$ cat config.mk
export PLATFORM = sky130hd
export DESIGN_NAME = pea_result_drain
export DESIGN_NICKNAME = d
export VERILOG_FILES = /design/src/rtl/pea_result_drain.sv
export SDC_FILE = /design/constraint.sdc
export NUM_CORES = 1
export LEC_CHECK = 0
export BUFFER_PORTS_ARGS = -buffer_cell sky130_fd_sc_hd__buf_2
export CAP_MARGIN = 20
export CORE_MARGIN = 3
export CORE_UTILIZATION = 53
export CTS_CLUSTER_SIZE = 12
export DETAILED_ROUTE_END_ITERATION = 12
export PLACE_DENSITY = 0.89
export SKIP_LAST_GASP = 1
export SLEW_MARGIN = 20
export SYNTH_ARGS = -nofsm -noshare
export SYNTH_HDL_FRONTEND = slang
export SYNTH_SLANG_ARGS = --single-unit
$ cat constraint.sdc
create_clock -name clk -period 3.2 [get_ports clk]
set_input_delay 0.16 -clock clk [delete_from_list [all_inputs] [get_ports clk]]
set_output_delay 0.16 -clock clk [all_outputs]
set_load 0.1 [all_outputs]
$ cat src/rtl/pea_result_drain.sv
// pea_result_drain
//   Downstream drain for the PEA result/status output FIFOs. Each frame pops
//   one result/status pair and sends it on a 16-bit valid/ready stream. The
//   first word of a frame is a header that carries an 8-bit sequence number.
//   The block also counts delivered frames. It raises a sticky flag when the
//   two FIFO populations disagree.
//
//   Frame layout:
//     default build : HDR {seq, status[7:0]}, RHI result[31:16], RLO result[15:0]
//     PEA_DRAIN_FULL_STATUS_EN defined : adds SHI status[31:16] and SLO status[15:0].
//     out_last then moves from RLO to SLO.
//
// Ports:
//   clk, rst            rising-edge clock, asynchronous active-high reset
//   enable              drain permission, looked at only while idle
//   result_pop/status_pop  FIFO populations
//   result_data/status_data FIFO read data (valid the cycle after rd_en)
//   rd_en_result/rd_en_status  one-cycle pop strobes, always paired
//   out_data/out_valid/out_ready/out_last  host stream
//   frame_count         frames fully delivered (wraps)
//   busy                high whenever a frame is in flight
//   err_mismatch        sticky result/status population mismatch
module pea_result_drain #(
  parameter int WIDTH     = 32,
  parameter int OUT_WIDTH = 16,
  parameter int POP_WIDTH = 5
) (
  input  logic                 clk,
  input  logic                 rst,
  input  logic                 enable,
  input  logic [POP_WIDTH-1:0] result_pop,
  input  logic [POP_WIDTH-1:0] status_pop,
  input  logic [WIDTH-1:0]     result_data,
  input  logic [WIDTH-1:0]     status_data,
  output logic                 rd_en_result,
  output logic                 rd_en_status,
  output logic [OUT_WIDTH-1:0] out_data,
  output logic                 out_valid,
  input  logic                 out_ready,
  output logic                 out_last,
  output logic [15:0]          frame_count,
  output logic                 busy,
  output logic                 err_mismatch
);

  typedef enum logic [2:0] {
    S_IDLE, S_POP, S_CAPTURE, S_HDR, S_RHI, S_RLO, S_SHI, S_SLO
  } state_t;

  state_t      r_state;
  state_t      w_next;
  logic        r_rd_en;
  logic [31:0] r_res;
  logic [7:0]  r_seq;
  logic [15:0] r_frames;
  logic        r_err;
  logic        w_fire;
  logic        w_last;

`ifdef PEA_DRAIN_FULL_STATUS_EN
  logic [31:0] r_sts;
`else
  // Only the low status byte travels in the short frame.
  logic [7:0]  r_sts;
  logic        w_unused_status;
  assign w_unused_status = ^status_data[WIDTH-1:8];
`endif

  // State register plus the datapath registers that follow it.
  always_ff @(posedge clk or posedge rst) begin
    if (rst) begin
      r_state  <= S_IDLE;
      r_rd_en  <= 1'b0;
      r_res    <= '0;
      r_sts    <= '0;
      r_seq    <= '0;
      r_frames <= '0;
      r_err    <= 1'b0;
    end else begin
      r_state <= w_next;
      // Registered strobe, high for exactly the POP cycle.
      r_rd_en <= (w_next == S_POP);
      if (r_state == S_CAPTURE) begin
        r_res <= result_data[31:0];
`ifdef PEA_DRAIN_FULL_STATUS_EN
        r_sts <= status_data[31:0];
`else
        r_sts <= status_data[7:0];
`endif
      end
      if (w_fire && w_last) begin
        r_frames <= r_frames + 16'd1;
        r_seq    <= r_seq + 8'd1;
      end
      if (r_state == S_IDLE && result_pop != status_pop)
        r_err <= 1'b1;
    end
  end

  // Next-state logic.
  always_comb begin
    w_next = r_state;
    case (r_state)
      S_IDLE:    if (enable && result_pop != '0 && status_pop != '0) w_next = S_POP;
      S_POP:     w_next = S_CAPTURE;
      S_CAPTURE: w_next = S_HDR;
      S_HDR:     if (out_ready) w_next = S_RHI;
      S_RHI:     if (out_ready) w_next = S_RLO;
`ifdef PEA_DRAIN_FULL_STATUS_EN
      S_RLO:     if (out_ready) w_next = S_SHI;
      S_SHI:     if (out_ready) w_next = S_SLO;
      S_SLO:     if (out_ready) w_next = S_IDLE;
`else
      S_RLO:     if (out_ready) w_next = S_IDLE;
`endif
      default:   w_next = S_IDLE;
    endcase
  end

  // Output decode; words come straight from the state and latched pair,
  // so they hold steady under backpressure.
  always_comb begin
    out_valid = 1'b0;
    w_last    = 1'b0;
    out_data  = '0;
    case (r_state)
      S_HDR: begin out_valid = 1'b1; out_data = {r_seq, r_sts[7:0]}; end
      S_RHI: begin out_valid = 1'b1; out_data = r_res[31:16]; end
`ifdef PEA_DRAIN_FULL_STATUS_EN
      S_RLO: begin out_valid = 1'b1; out_data = r_res[15:0]; end
      S_SHI: begin out_valid = 1'b1; out_data = r_sts[31:16]; end
      S_SLO: begin out_valid = 1'b1; out_data = r_sts[15:0]; w_last = 1'b1; end
`else
      S_RLO: begin out_valid = 1'b1; out_data = r_res[15:0]; w_last = 1'b1; end
`endif
      default: ;
    endcase
  end

  assign w_fire       = out_valid && out_ready;
  assign out_last     = w_last;
  assign rd_en_result = r_rd_en;
  assign rd_en_status = r_rd_en;
  assign frame_count  = r_frames;
  assign busy         = (r_state != S_IDLE);
  assign err_mismatch = r_err;

endmodule

==> metrics.cfg <==
[run_status]
status = finished clean

[floorplanning]
ios = 116
die_w_um = 84.0
die-height_um = 84.0
die_area_sq_um = 7050
rows = 27
core_sq_um = 5710
initial_core_util = 0.565

[worst_setup_path]
worst_setup_path_end_kind = output pin
reg2regPathDepth = 5
r2r-start = r_state[0]$_DFF_PP0_
crit_required_ps = 3040
start_kind = flip-flop
reg2reg_slack_ps = 1340
path_buf_inv = 2
endpoint = out_data[8]
startpoint = r_state[1]$_DFF_PP0_
cp_num_cells = 6
worst_r2r_endpoint = r_seq[7]$_DFFE_PP0P_
critPathMaxFanout = 9
critPathMaxStageDelay_ps = 490
crit_top_cell = nand2_1
critical_path_class = flip-flop to output pin
crit_arrival_ps = 2170
path_cells = nand2_1 -> nor2_1 -> buf_4 -> nand2_1 -> o21ai_0 -> buf_12
path_delay_family = simple AND/OR/NAND/NOR gates
cp_slowest_cell = nor2_1

[routing]
ant_nets = 0
drt_iter0_drc = 116
firstDrtPassIters = 4
wirelength_um = 7200
vias_per_cell = 5.42
num_vias = 2370
post_drt_wl_per_cell_um = 16.5
drcViolationCount = 0

[logic_synthesis]
synthArstFlopShare = 1.00
synth_ff_type = dfrtp_1
seq_area_frac_synth = 0.536
netlist_area_sq_um = 3220
synth-seq-cells = 69
syn-num-nets = 346
synth_edf_count = 0
syn_inst = 266
ys.warnings.count = 0
synth_cell_types = 29
avgSynthCellArea_sq_um = 12.1

[sta]
final.min_clock_period_ps = 2330
finalCritPeriodShare = 0.727
tightest_slew_ps = 757
max_freq_mhz = 430
slew_violations = 0
relSlewSlack = 0.494
setup_viol_count_final = 0
finalClockSkew_ps = 6.93
hold_viol_final = 0
tns_ps = 0
layout_setup_ws_ps = 875
rsz0062_at_grt = no

[power_and_ir_drop]
powerDensity_nw_per_um2 = 1100
vdd_drop_max_uv = 762
p_leak_nw = 2.00

[grt]
grt_usage = 0.219
grt_max_degree = 36
antenna_found_initial = 0
grt_pass1_wl_um = 12200
grt_pass1_vias = 2536
grt_overflow = 0

[job]
cap_violations = 0

[cts]
htreeDepth = 3
clk_latency_ps = 330
numCtsBuffers = 9
cts_tree = built
clock-sinks = 69
ctsResizeCount = 0
post_cts_buffers = 0
cts_buffer_depth = 2
root_buffer = clkbuf_8
path_clk_slew_ps = 70

[cells_and_area]
most-common-layout-cells = 75 x buf_2, 69 x dfrtp_1, 37 x mux2_2, 32 x nand2_1, 20 x xnor2_1
area_growth_syn_to_layout_pct = 28.9
antennaDiodeCount = 0
ff_latch_area_sq_um = 1730
multi_input_area_sq_um = 1410
fillers = 382
layout-drive-gt1-share = 0.411
layout.nets = 441
final_common_cell = buf_2

[place]
numPortBuffers = 91
place_ws_ps = 1250
gp_congestion = 0.802
dp_hpwl_um = 5260

[hold_path]
hold_depth = 2
hold_class = input port to flip-flop

[cell usage after synthesis (all sizes together), types with 2 or more instances]
cell type  number  area (sq um)
ha              2          25.0
nor2            8          30.0
nand2          32           120
nand2b          2          12.5
and3            2          12.5
nand4          10          68.8
clkbuf          2          7.51
buf            11          75.1
xnor2          20           175
nor3            6          52.6
inv             4          15.0
o21ai          18          90.1
nand3           6          30.0
xor2            7          61.3
mux2           40           450
a21o            2          15.0
dfrtp          69          1730
mux2i          18           180
[where the power goes]
group	switching [mW]	total (mW)	internal, mW
combinational	1.55	2.50	0.945
sequential	0.219	1.41	1.19
clock	0.297	0.653	0.356
total	2.07	4.56	2.49
[state kept, by name (all words and copies together) (netlist names)]
register      flops
r_res            32
rd_en_result      1
frame_count      16
r_sts             8
err_mismatch      1
r_seq             8
r_state           3
[worst min path at each step]
stage / start / to / slack (ps)
2_1_floorplan: result_data[17] / r_res[17]$_DFFE_PP0P_ / 290
3_3_place_gp: rst / r_res[24]$_DFFE_PP0P_ / 310
3_5_place_dp: rst / r_res[24]$_DFFE_PP0P_ / 330
4_1_cts: result_data[17] / r_res[17]$_DFFE_PP0P_ / 40
5_1_grt: result_data[18] / r_res[18]$_DFFE_PP0P_ / 40
6_report: result_data[17] / r_res[17]$_DFFE_PP0P_ / 40
[final cells by class]
| type | instances | share of cell area |
|---|---|---|
| clock buffers | 13 | 0.0334 |
| multi-input cells | 180 | 0.338 |
| well taps | 72 | 0.0217 |
| flip-flops and latches | 69 | 0.416 |
| inverters | 4 | 0.00361 |
| clock inverters | 2 | 0.00843 |
| repair buffers | 97 | 0.179 |
[kinds of logic after synthesis]
kind of cell	share of synthesized area
fa+ha+maj	0.00776
buf+inv	0.0303
compound gates	0.0365
xor+xnor	0.0734
flops	0.536
mux	0.196
simple gates	0.121
[metrics by stage]
step | instance area [sq um] | util | cells | power, mW | hold WS, ps
finish | 4150 | 0.728 | 437 | 4.56 | 43.1
global route | 4150 | 0.728 | 437 | 4.79 | 41.6
CTS | 4150 | 0.728 | 437 | 4.59 | 35.7
detailed placement | 3970 | 0.695 | 421 | 3.93 | 333
global placement | 3970 | 0.695 | 421 | 3.83 | 315
floorplan | 3220 | - | 266 | 3.24 | 295
[layer usage]
metal / global-route usage / vias up / wire [um]
li1: - / 1115 / -
met1: 0.258 / 1160 / 2840
met2: 0.380 / 79 / 3830
met3: 0.0494 / 16 / 360
met4: 0.101 / 0 / 163
met5: 0 / - / 0
[what timing repair did]
item,CTS,global route
endpoints found under the hold margin,34,0
setup endpoints to repair,0,0
hold buffers,1,0
No activity file was read; power rests on OpenSTA's default activity.
